[src/rtl/id_ex_stage.sv]
// ID/EX pipeline register: operand forwarding, RV32I -> ALU op decode, valid/ready hold.
// Optional feature: define ID_EX_FORWARD_EN to enable EX/MEM and MEM/WB operand forwarding.
module id_ex_stage #(
   parameter int XLEN = 32
) (
   input  logic            clk,
   input  logic            rst,
   input  logic            in_valid,
   output logic            in_ready,
   input  logic [6:0]      in_opcode,
   input  logic [2:0]      in_funct3,
   input  logic            in_funct7_5,
   input  logic [4:0]      in_rs1,
   input  logic [4:0]      in_rs2,
   input  logic [4:0]      in_rd,
   input  logic [XLEN-1:0] in_rs1_data,
   input  logic [XLEN-1:0] in_rs2_data,
   input  logic [XLEN-1:0] in_imm,
   input  logic [XLEN-1:0] in_pc,
   input  logic            flush,
   input  logic            ex_fwd_valid,
   input  logic [4:0]      ex_fwd_rd,
   input  logic [XLEN-1:0] ex_fwd_data,
   input  logic            wb_fwd_valid,
   input  logic [4:0]      wb_fwd_rd,
   input  logic [XLEN-1:0] wb_fwd_data,
   output logic            out_valid,
   input  logic            out_ready,
   output logic [XLEN-1:0] alu_a,
   output logic [XLEN-1:0] alu_b,
   output logic [3:0]      alu_op,
   output logic [4:0]      out_rd,
   output logic [XLEN-1:0] out_pc,
   output logic [XLEN-1:0] out_rs2_data,
   output logic            out_illegal
);
   localparam logic [3:0] OP_ADD = 4'b0000, OP_SUB = 4'b0001, OP_AND = 4'b0010,
                          OP_OR  = 4'b0011, OP_XOR = 4'b0100, OP_SLT = 4'b0101,
                          OP_SLL = 4'b0110, OP_SRL = 4'b0111, OP_SRA = 4'b1000,
                          OP_SLTU = 4'b1001;

   localparam logic [6:0] OPC_OP = 7'b0110011, OPC_OPIMM = 7'b0010011, OPC_LUI = 7'b0110111,
                          OPC_AUIPC = 7'b0010111, OPC_LOAD = 7'b0000011, OPC_STORE = 7'b0100011,
                          OPC_BRANCH = 7'b1100011, OPC_JAL = 7'b1101111, OPC_JALR = 7'b1100111;

   logic [XLEN-1:0] rs1_fwd, rs2_fwd;

`ifdef ID_EX_FORWARD_EN
   // EX/MEM is younger than MEM/WB, so it wins when both target the same register.
   always_comb begin
      rs1_fwd = in_rs1_data;
      if (ex_fwd_valid && ex_fwd_rd == in_rs1 && in_rs1 != 5'd0)      rs1_fwd = ex_fwd_data;
      else if (wb_fwd_valid && wb_fwd_rd == in_rs1 && in_rs1 != 5'd0) rs1_fwd = wb_fwd_data;
      rs2_fwd = in_rs2_data;
      if (ex_fwd_valid && ex_fwd_rd == in_rs2 && in_rs2 != 5'd0)      rs2_fwd = ex_fwd_data;
      else if (wb_fwd_valid && wb_fwd_rd == in_rs2 && in_rs2 != 5'd0) rs2_fwd = wb_fwd_data;
   end
`else
   logic unused_fwd;
   assign unused_fwd = ^{ex_fwd_valid, ex_fwd_rd, ex_fwd_data, wb_fwd_valid, wb_fwd_rd,
                         wb_fwd_data, in_rs1, in_rs2};
   assign rs1_fwd = in_rs1_data;
   assign rs2_fwd = in_rs2_data;
`endif

   function automatic logic [3:0] f3_to_op(input logic [2:0] f3, input logic alt);
      case (f3)
         3'b000:  f3_to_op = alt ? OP_SUB : OP_ADD;
         3'b001:  f3_to_op = OP_SLL;
         3'b010:  f3_to_op = OP_SLT;
         3'b011:  f3_to_op = OP_SLTU;
         3'b100:  f3_to_op = OP_XOR;
         3'b101:  f3_to_op = alt ? OP_SRA : OP_SRL;
         3'b110:  f3_to_op = OP_OR;
         default: f3_to_op = OP_AND;
      endcase
   endfunction

   logic [XLEN-1:0] dec_a, dec_b;
   logic [3:0]      dec_op;
   logic [4:0]      dec_rd;
   logic            dec_ill;

   always_comb begin
      dec_a   = rs1_fwd;
      dec_b   = rs2_fwd;
      dec_op  = OP_ADD;
      dec_rd  = in_rd;
      dec_ill = 1'b0;
      case (in_opcode)
         OPC_OP:    dec_op = f3_to_op(in_funct3, in_funct7_5);
         OPC_OPIMM: begin
            dec_b  = in_imm;
            // funct7_5 is part of the immediate except for the shift-right pair.
            dec_op = f3_to_op(in_funct3, in_funct7_5 && in_funct3 == 3'b101);
         end
         OPC_LUI:   begin dec_a = '0;    dec_b = in_imm; end
         OPC_AUIPC: begin dec_a = in_pc; dec_b = in_imm; end
         OPC_LOAD:  dec_b = in_imm;
         OPC_STORE: begin dec_b = in_imm; dec_rd = 5'd0; end
         OPC_BRANCH: begin
            dec_rd = 5'd0;
            dec_op = !in_funct3[2] ? OP_SUB : (in_funct3[1] ? OP_SLTU : OP_SLT);
         end
         OPC_JAL, OPC_JALR: begin dec_a = in_pc; dec_b = XLEN'(4); end
         default: begin
            dec_ill = 1'b1;
            dec_a   = '0;
            dec_b   = '0;
            dec_rd  = 5'd0;
         end
      endcase
   end

   logic            valid_q, valid_d;
   logic [XLEN-1:0] a_q, a_d, b_q, b_d, pc_q, pc_d, rs2_q, rs2_d;
   logic [3:0]      op_q, op_d;
   logic [4:0]      rd_q, rd_d;
   logic            ill_q, ill_d;
   logic            capture;

   assign in_ready = ~valid_q | out_ready;
   assign capture  = in_valid & in_ready & ~flush;

   always_comb begin
      a_d   = a_q;
      b_d   = b_q;
      pc_d  = pc_q;
      rs2_d = rs2_q;
      op_d  = op_q;
      rd_d  = rd_q;
      ill_d = ill_q;
      if (capture) begin
         a_d   = dec_a;
         b_d   = dec_b;
         pc_d  = in_pc;
         rs2_d = rs2_fwd;
         op_d  = dec_op;
         rd_d  = dec_rd;
         ill_d = dec_ill;
      end
      valid_d = ~flush & (capture | (valid_q & ~out_ready));
   end

   always_ff @(posedge clk or posedge rst) begin
      if (rst) begin
         valid_q <= 1'b0;
         a_q     <= '0;
         b_q     <= '0;
         pc_q    <= '0;
         rs2_q   <= '0;
         op_q    <= OP_ADD;
         rd_q    <= 5'd0;
         ill_q   <= 1'b0;
      end else begin
         valid_q <= valid_d;
         a_q     <= a_d;
         b_q     <= b_d;
         pc_q    <= pc_d;
         rs2_q   <= rs2_d;
         op_q    <= op_d;
         rd_q    <= rd_d;
         ill_q   <= ill_d;
      end
   end

   assign out_valid    = valid_q;
   assign alu_a        = a_q;
   assign alu_b        = b_q;
   assign alu_op       = op_q;
   assign out_rd       = rd_q;
   assign out_pc       = pc_q;
   assign out_rs2_data = rs2_q;
   assign out_illegal  = ill_q;
endmodule

[config.mk]
export PLATFORM = sky130hd
export DESIGN_NAME = id_ex_stage
export DESIGN_NICKNAME = d
export VERILOG_FILES = /design/src/rtl/id_ex_stage.sv
export SDC_FILE = /design/constraint.sdc
export NUM_CORES = 1
export LEC_CHECK = 0
export CORE_AREA = 8 8 139 141
export CTS_BUF_LIST = sky130_fd_sc_hd__clkbuf_4 sky130_fd_sc_hd__clkbuf_8
export DETAILED_ROUTE_END_ITERATION = 8
export DIE_AREA = 0 0 147 149
export PLACE_DENSITY = 0.78
export SLEW_MARGIN = 20
export SYNTH_ARGS = -nofsm -noshare
export SYNTH_HDL_FRONTEND = slang
export SYNTH_SLANG_ARGS = --single-unit
[constraint.sdc]
create_clock -name clk -period 12.66 [get_ports clk]
set_clock_uncertainty 0.15 [all_clocks]
set_input_delay 2.532 -clock clk [delete_from_list [all_inputs] [get_ports clk]]
set_output_delay 2.532 -clock clk [all_outputs]
set_load 0.02 [all_outputs]
==> flow_summary.html <==
<table>
<tr><th>Metric</th><th>Value</th></tr>
<tr><th colspan="2">Status</th></tr>
<tr><td>Result of the run</td><td>complete, no violations</td></tr>
<tr><th colspan="2">Power and ir drop</th></tr>
<tr><td>Power density over cell area</td><td>about 120 nW/um^2</td></tr>
<tr><td>Leakage power</td><td>4.42 nW</td></tr>
<tr><td>Worst IR drop on VDD</td><td>82.9 uV</td></tr>
<tr><th colspan="2">Timing</th></tr>
<tr><td>Final hold violations</td><td>0</td></tr>
<tr><td>Highest Clock Rate</td><td>152 MHz</td></tr>
<tr><td>Worst slew margin relative to its limit</td><td>approximately 38%</td></tr>
<tr><td>Actual transition at the worst max-transition pin</td><td>roughly 930 ps</td></tr>
<tr><td>Aggregate negative setup slack</td><td>0 ps</td></tr>
<tr><td>Final slew viol count</td><td>0</td></tr>
<tr><td>Final setup violating endpoints</td><td>0</td></tr>
<tr><td>Share of the clock period used by the worst path</td><td>51.9%</td></tr>
<tr><td>Worst hold margin</td><td>316 ps</td></tr>
<tr><td>Clock period minus final worst setup slack</td><td>approximately 6600 ps</td></tr>
<tr><td>RSZ-0062 raised after global routing</td><td>no</td></tr>
<tr><th colspan="2">Critical path</th></tr>
<tr><td>Crit-path max FO</td><td>5</td></tr>
<tr><td>Slowest CP cell</td><td>sky130_fd_sc_hd__clkdlybuf4s50_1</td></tr>
<tr><td>Endpoint kind of the worst setup timing path</td><td>output pin</td></tr>
<tr><td>CP startpoint kind</td><td>input pin</td></tr>
<tr><td>CP Cell Sequence</td><td>clkdlybuf4s50_1, nor2b_2, inv_1, clkdlybuf4s50_1</td></tr>
<tr><td>Arr. time, crit path</td><td>just under 4000 ps</td></tr>
<tr><td>Crit Path Class</td><td>input pin to output pin</td></tr>
<tr><td>Most numerous cell on the critical path</td><td>sky130_fd_sc_hd__clkdlybuf4s50_1</td></tr>
<tr><td>Required time of the worst setup path</td><td>~10000 ps</td></tr>
<tr><td>Max stage delay on crit path</td><td>~550 ps</td></tr>
<tr><th colspan="2">Routing</th></tr>
<tr><td>Drt initial violations</td><td>between 300 and 400</td></tr>
<tr><td># DRC</td><td>0</td></tr>
<tr><td>Wire length per cell</td><td>18.6 um</td></tr>
<tr><td>Overall via count from detail_route</td><td>about 5600</td></tr>
<tr><td>Vias/cell</td><td>4.98</td></tr>
<tr><td>Total Wirelength</td><td>21000 um</td></tr>
<tr><td>Antenna viol nets, final</td><td>0</td></tr>
<tr><td>Number of iterations in the first detailed-routing pass</td><td>5</td></tr>
<tr><th colspan="2">GRT</th></tr>
<tr><td>Global-route wire length before repair</td><td>32900 um</td></tr>
<tr><td>Vias in the first global route</td><td>between 5000 and 6000</td></tr>
<tr><td>Grt ovf</td><td>0</td></tr>
<tr><td>Overall global routing resource usage</td><td>19.2%</td></tr>
<tr><td>Number of antenna violations at the first check in global routing</td><td>0</td></tr>
<tr><td>Pin count of the biggest net entering global routing</td><td>93</td></tr>
<tr><th colspan="2">CTS</th></tr>
<tr><td>CTS buffer count</td><td>17</td></tr>
<tr><td>Register clock-pin slew on the reported worst setup and hold paths</td><td>approximately 70 ps</td></tr>
<tr><td>TritonCTS clock tree</td><td>yes</td></tr>
<tr><td>Number of buffers inserted by hold repair at cts</td><td>0</td></tr>
<tr><td>Setup bufs post-CTS</td><td>0</td></tr>
<tr><td>CTS root buf</td><td>sky130_fd_sc_hd__clkbuf_8</td></tr>
<tr><td>CTS Buffer Depth</td><td>2</td></tr>
<tr><td>Latest clock arrival within the worst-skew pair</td><td>450 ps</td></tr>
<tr><td>Number of cells upsized or downsized after cts</td><td>0</td></tr>
<tr><td>CTS HTree Levels</td><td>4</td></tr>
<tr><td>Clock sinks</td><td>roughly 140</td></tr>
<tr><th colspan="2">Finish</th></tr>
<tr><td>Seq. cell area</td><td>3480 um^2</td></tr>
<tr><td>Synthesis-to-finish area growth</td><td>54.5%</td></tr>
<tr><td>Fill cell count</td><td>1533</td></tr>
<tr><td>Diode insertion count for antenna repair</td><td>0</td></tr>
<tr><td>Final Net Count</td><td>approximately 1100</td></tr>
<tr><td>Share of final-layout standard cells stronger than drive strength 1</td><td>between 5 and 6%</td></tr>
<tr><td>Area of the multi-input gates</td><td>between 2000 and 2500 um^2</td></tr>
<tr><th colspan="2">Min path</th></tr>
<tr><td>Hold Path Class</td><td>flip-flop to flip-flop</td></tr>
<tr><th colspan="2">Place</th></tr>
<tr><td>Port bufs</td><td>between 200 and 300</td></tr>
<tr><td>Final weighted congestion of routability-driven global placement</td><td>~0.78</td></tr>
<tr><td>Half-perimeter wire length of the detailed placement result</td><td>about 15000 um</td></tr>
<tr><th colspan="2">Logic synthesis</th></tr>
<tr><td>Post-synth cell types</td><td>48</td></tr>
<tr><td>Post-Synthesis Net Count</td><td>~860</td></tr>
<tr><td>Summed instance area of the synthesized netlist</td><td>slightly above 6000 um^2</td></tr>
<tr><td>Synthesized flop and latch total</td><td>roughly 140</td></tr>
<tr><td>Number of flops mapped to enable cells by yosys</td><td>0</td></tr>
<tr><td>Post-synthesis async set-or-reset flop share</td><td>between 90% and 100%</td></tr>
<tr><td>Sequential cell area fraction in the yosys report</td><td>approximately 57%</td></tr>
<tr><td>Post-Syn Area per Cell</td><td>a little under 10 um^2</td></tr>
<tr><td>Cell count after synthesis</td><td>between 600 and 700</td></tr>
<tr><td>Most used flip-flop cell after synthesis</td><td>sky130_fd_sc_hd__dfrtp_1</td></tr>
<tr><td>Number of warnings reported in the yosys synthesis log</td><td>0</td></tr>
<tr><th colspan="2">Die</th></tr>
<tr><td>Die outline area</td><td>approximately 22000 um^2</td></tr>
<tr><td>Number of top-level pins</td><td>375</td></tr>
<tr><td>Placeable core region</td><td>between 15000 and 20000 um^2</td></tr>
<tr><td>Std-Cell Rows</td><td>48</td></tr>
<tr><td>DIE WIDTH</td><td>roughly 150 um</td></tr>
<tr><td>Starting utilization of the core area</td><td>between 30% and 40%</td></tr>
<tr><td>DIE HEIGHT</td><td>149 um</td></tr>
<tr><th colspan="2">Job</th></tr>
<tr><td>Max-cap check violation count</td><td>0</td></tr>
</table>
worst paths after layout:
kind | depth (start not counted) | from | to | slack, ps
setup / recovery | 4 | out_ready | in_ready | 6090
hold / removal | 2 | alu_a[9] | alu_a[9] | 320
setup reg to reg | 5 | out_valid | alu_b[25] | 9530
hold reg to reg | 2 | alu_a[9] | alu_a[9] | 320
max in group asynchronous | 3 | rst | out_pc[9] | 8550
min in group asynchronous | 2 | rst | out_pc[0] | 2400
per-stage QoR:
step           setup slack, ps  area (um^2)  instances  total power [mW]  util, %
6_report                  6090         9370       1129              1.13     55.0
5_1_grt                   6030         9370       1129              1.18     55.0
4_1_cts                   6070         9350       1128              1.14     54.8
3_5_place_dp              6070         8950       1096             0.769     52.5
3_3_place_gp              6100         8950       1096             0.763     52.5
2_1_floorplan             6250         6070        622             0.619        -
worst max-delay path, delay by kind of cell:
| family | cells | cell delay, ps |
|---|---|---|
| buffers and inverters | 3 | 1050 |
| AND/OR/NAND/NOR | 1 | 310 |
sequential cells by signal (all words and copies together) (netlist names):
register / count
alu_a: 32
alu_b: 32
alu_op: 4
out_illegal: 1
out_pc: 32
out_rd: 5
out_rs2_data: 32
out_valid: 1
cell usage after synthesis, types with 3 or more instances:
| master | number | area share (%) |
|---|---|---|
| sky130_fd_sc_hd__a211oi_1 | 3 | 0.37 |
| sky130_fd_sc_hd__a221o_1 | 11 | 1.8 |
| sky130_fd_sc_hd__a22o_1 | 6 | 0.87 |
| sky130_fd_sc_hd__a32oi_1 | 33 | 4.8 |
| sky130_fd_sc_hd__and3_1 | 14 | 1.4 |
| sky130_fd_sc_hd__buf_2 | 16 | 1.3 |
| sky130_fd_sc_hd__buf_6 | 9 | 1.7 |
| sky130_fd_sc_hd__clkbuf_1 | 8 | 0.50 |
| sky130_fd_sc_hd__clkbuf_8 | 5 | 1.1 |
| sky130_fd_sc_hd__dfrtp_1 | 139 | 57 |
| sky130_fd_sc_hd__inv_1 | 23 | 1.4 |
| sky130_fd_sc_hd__nand2_1 | 284 | 18 |
| sky130_fd_sc_hd__nor2_1 | 7 | 0.43 |
| sky130_fd_sc_hd__o21ai_0 | 4 | 0.33 |
| sky130_fd_sc_hd__o221ai_1 | 20 | 2.9 |
power by group:
part | leakage [nW] | switching, mW | internal (mW) | total, mW
registers | 1.83 | 0.0197 | 0.481 | 0.501
clock network | 0.193 | 0.184 | 0.184 | 0.368
logic | 2.40 | 0.131 | 0.126 | 0.257
final cells by class:
class	instances	area share [%]
well taps	225	3.00
repair buffers	293	31.4
clock buffers	19	2.72
clock inverters	13	1.49
multi-input cells	417	23.3
inverters	23	0.974
flip-flops and latches	139	37.1
cell families (layout without fill, tap and decap cells):
kind of cell    Yosys count  after routing  share of synthesized area (%)
flops                   139            139                           57.3
xor+xnor                  1              1                          0.144
simple gates            326            326                           22.6
compound gates           89             89                           13.0
mux                       1              1                          0.186
buf+inv                  66            348                           6.77
layout by cell type, fill, tap and decap left out, types with 6 or more instances in the layout:
cell type,netlist,routed
sky130_fd_sc_hd__inv_1,23,22
sky130_fd_sc_hd__a221o_1,11,11
sky130_fd_sc_hd__dfrtp_1,139,139
sky130_fd_sc_hd__clkbuf_8,5,18
sky130_fd_sc_hd__o221ai_1,20,20
sky130_fd_sc_hd__and3_1,14,14
sky130_fd_sc_hd__clkdlybuf4s50_1,0,288
sky130_fd_sc_hd__nand2_1,284,284
sky130_fd_sc_hd__a22o_1,6,6
sky130_fd_sc_hd__a32oi_1,33,33
sky130_fd_sc_hd__nor2_1,7,6
layer usage:
| metal | wire, um | share of wire (%) | up-vias | global-route usage (%) |
|---|---|---|---|---|
| met2 | 10200 | 48 | 216 | 31.2 |
| met5 | 0 | 0 | - | 0 |
| met1 | 8390 | 40 | 2732 | 22.4 |
| li1 | - | - | 2643 | - |
| met4 | 567 | 2.7 | 0 | 7.96 |
| met3 | 1850 | 8.8 | 37 | 7.40 |
No activity file was read; power rests on OpenSTA's default activity.
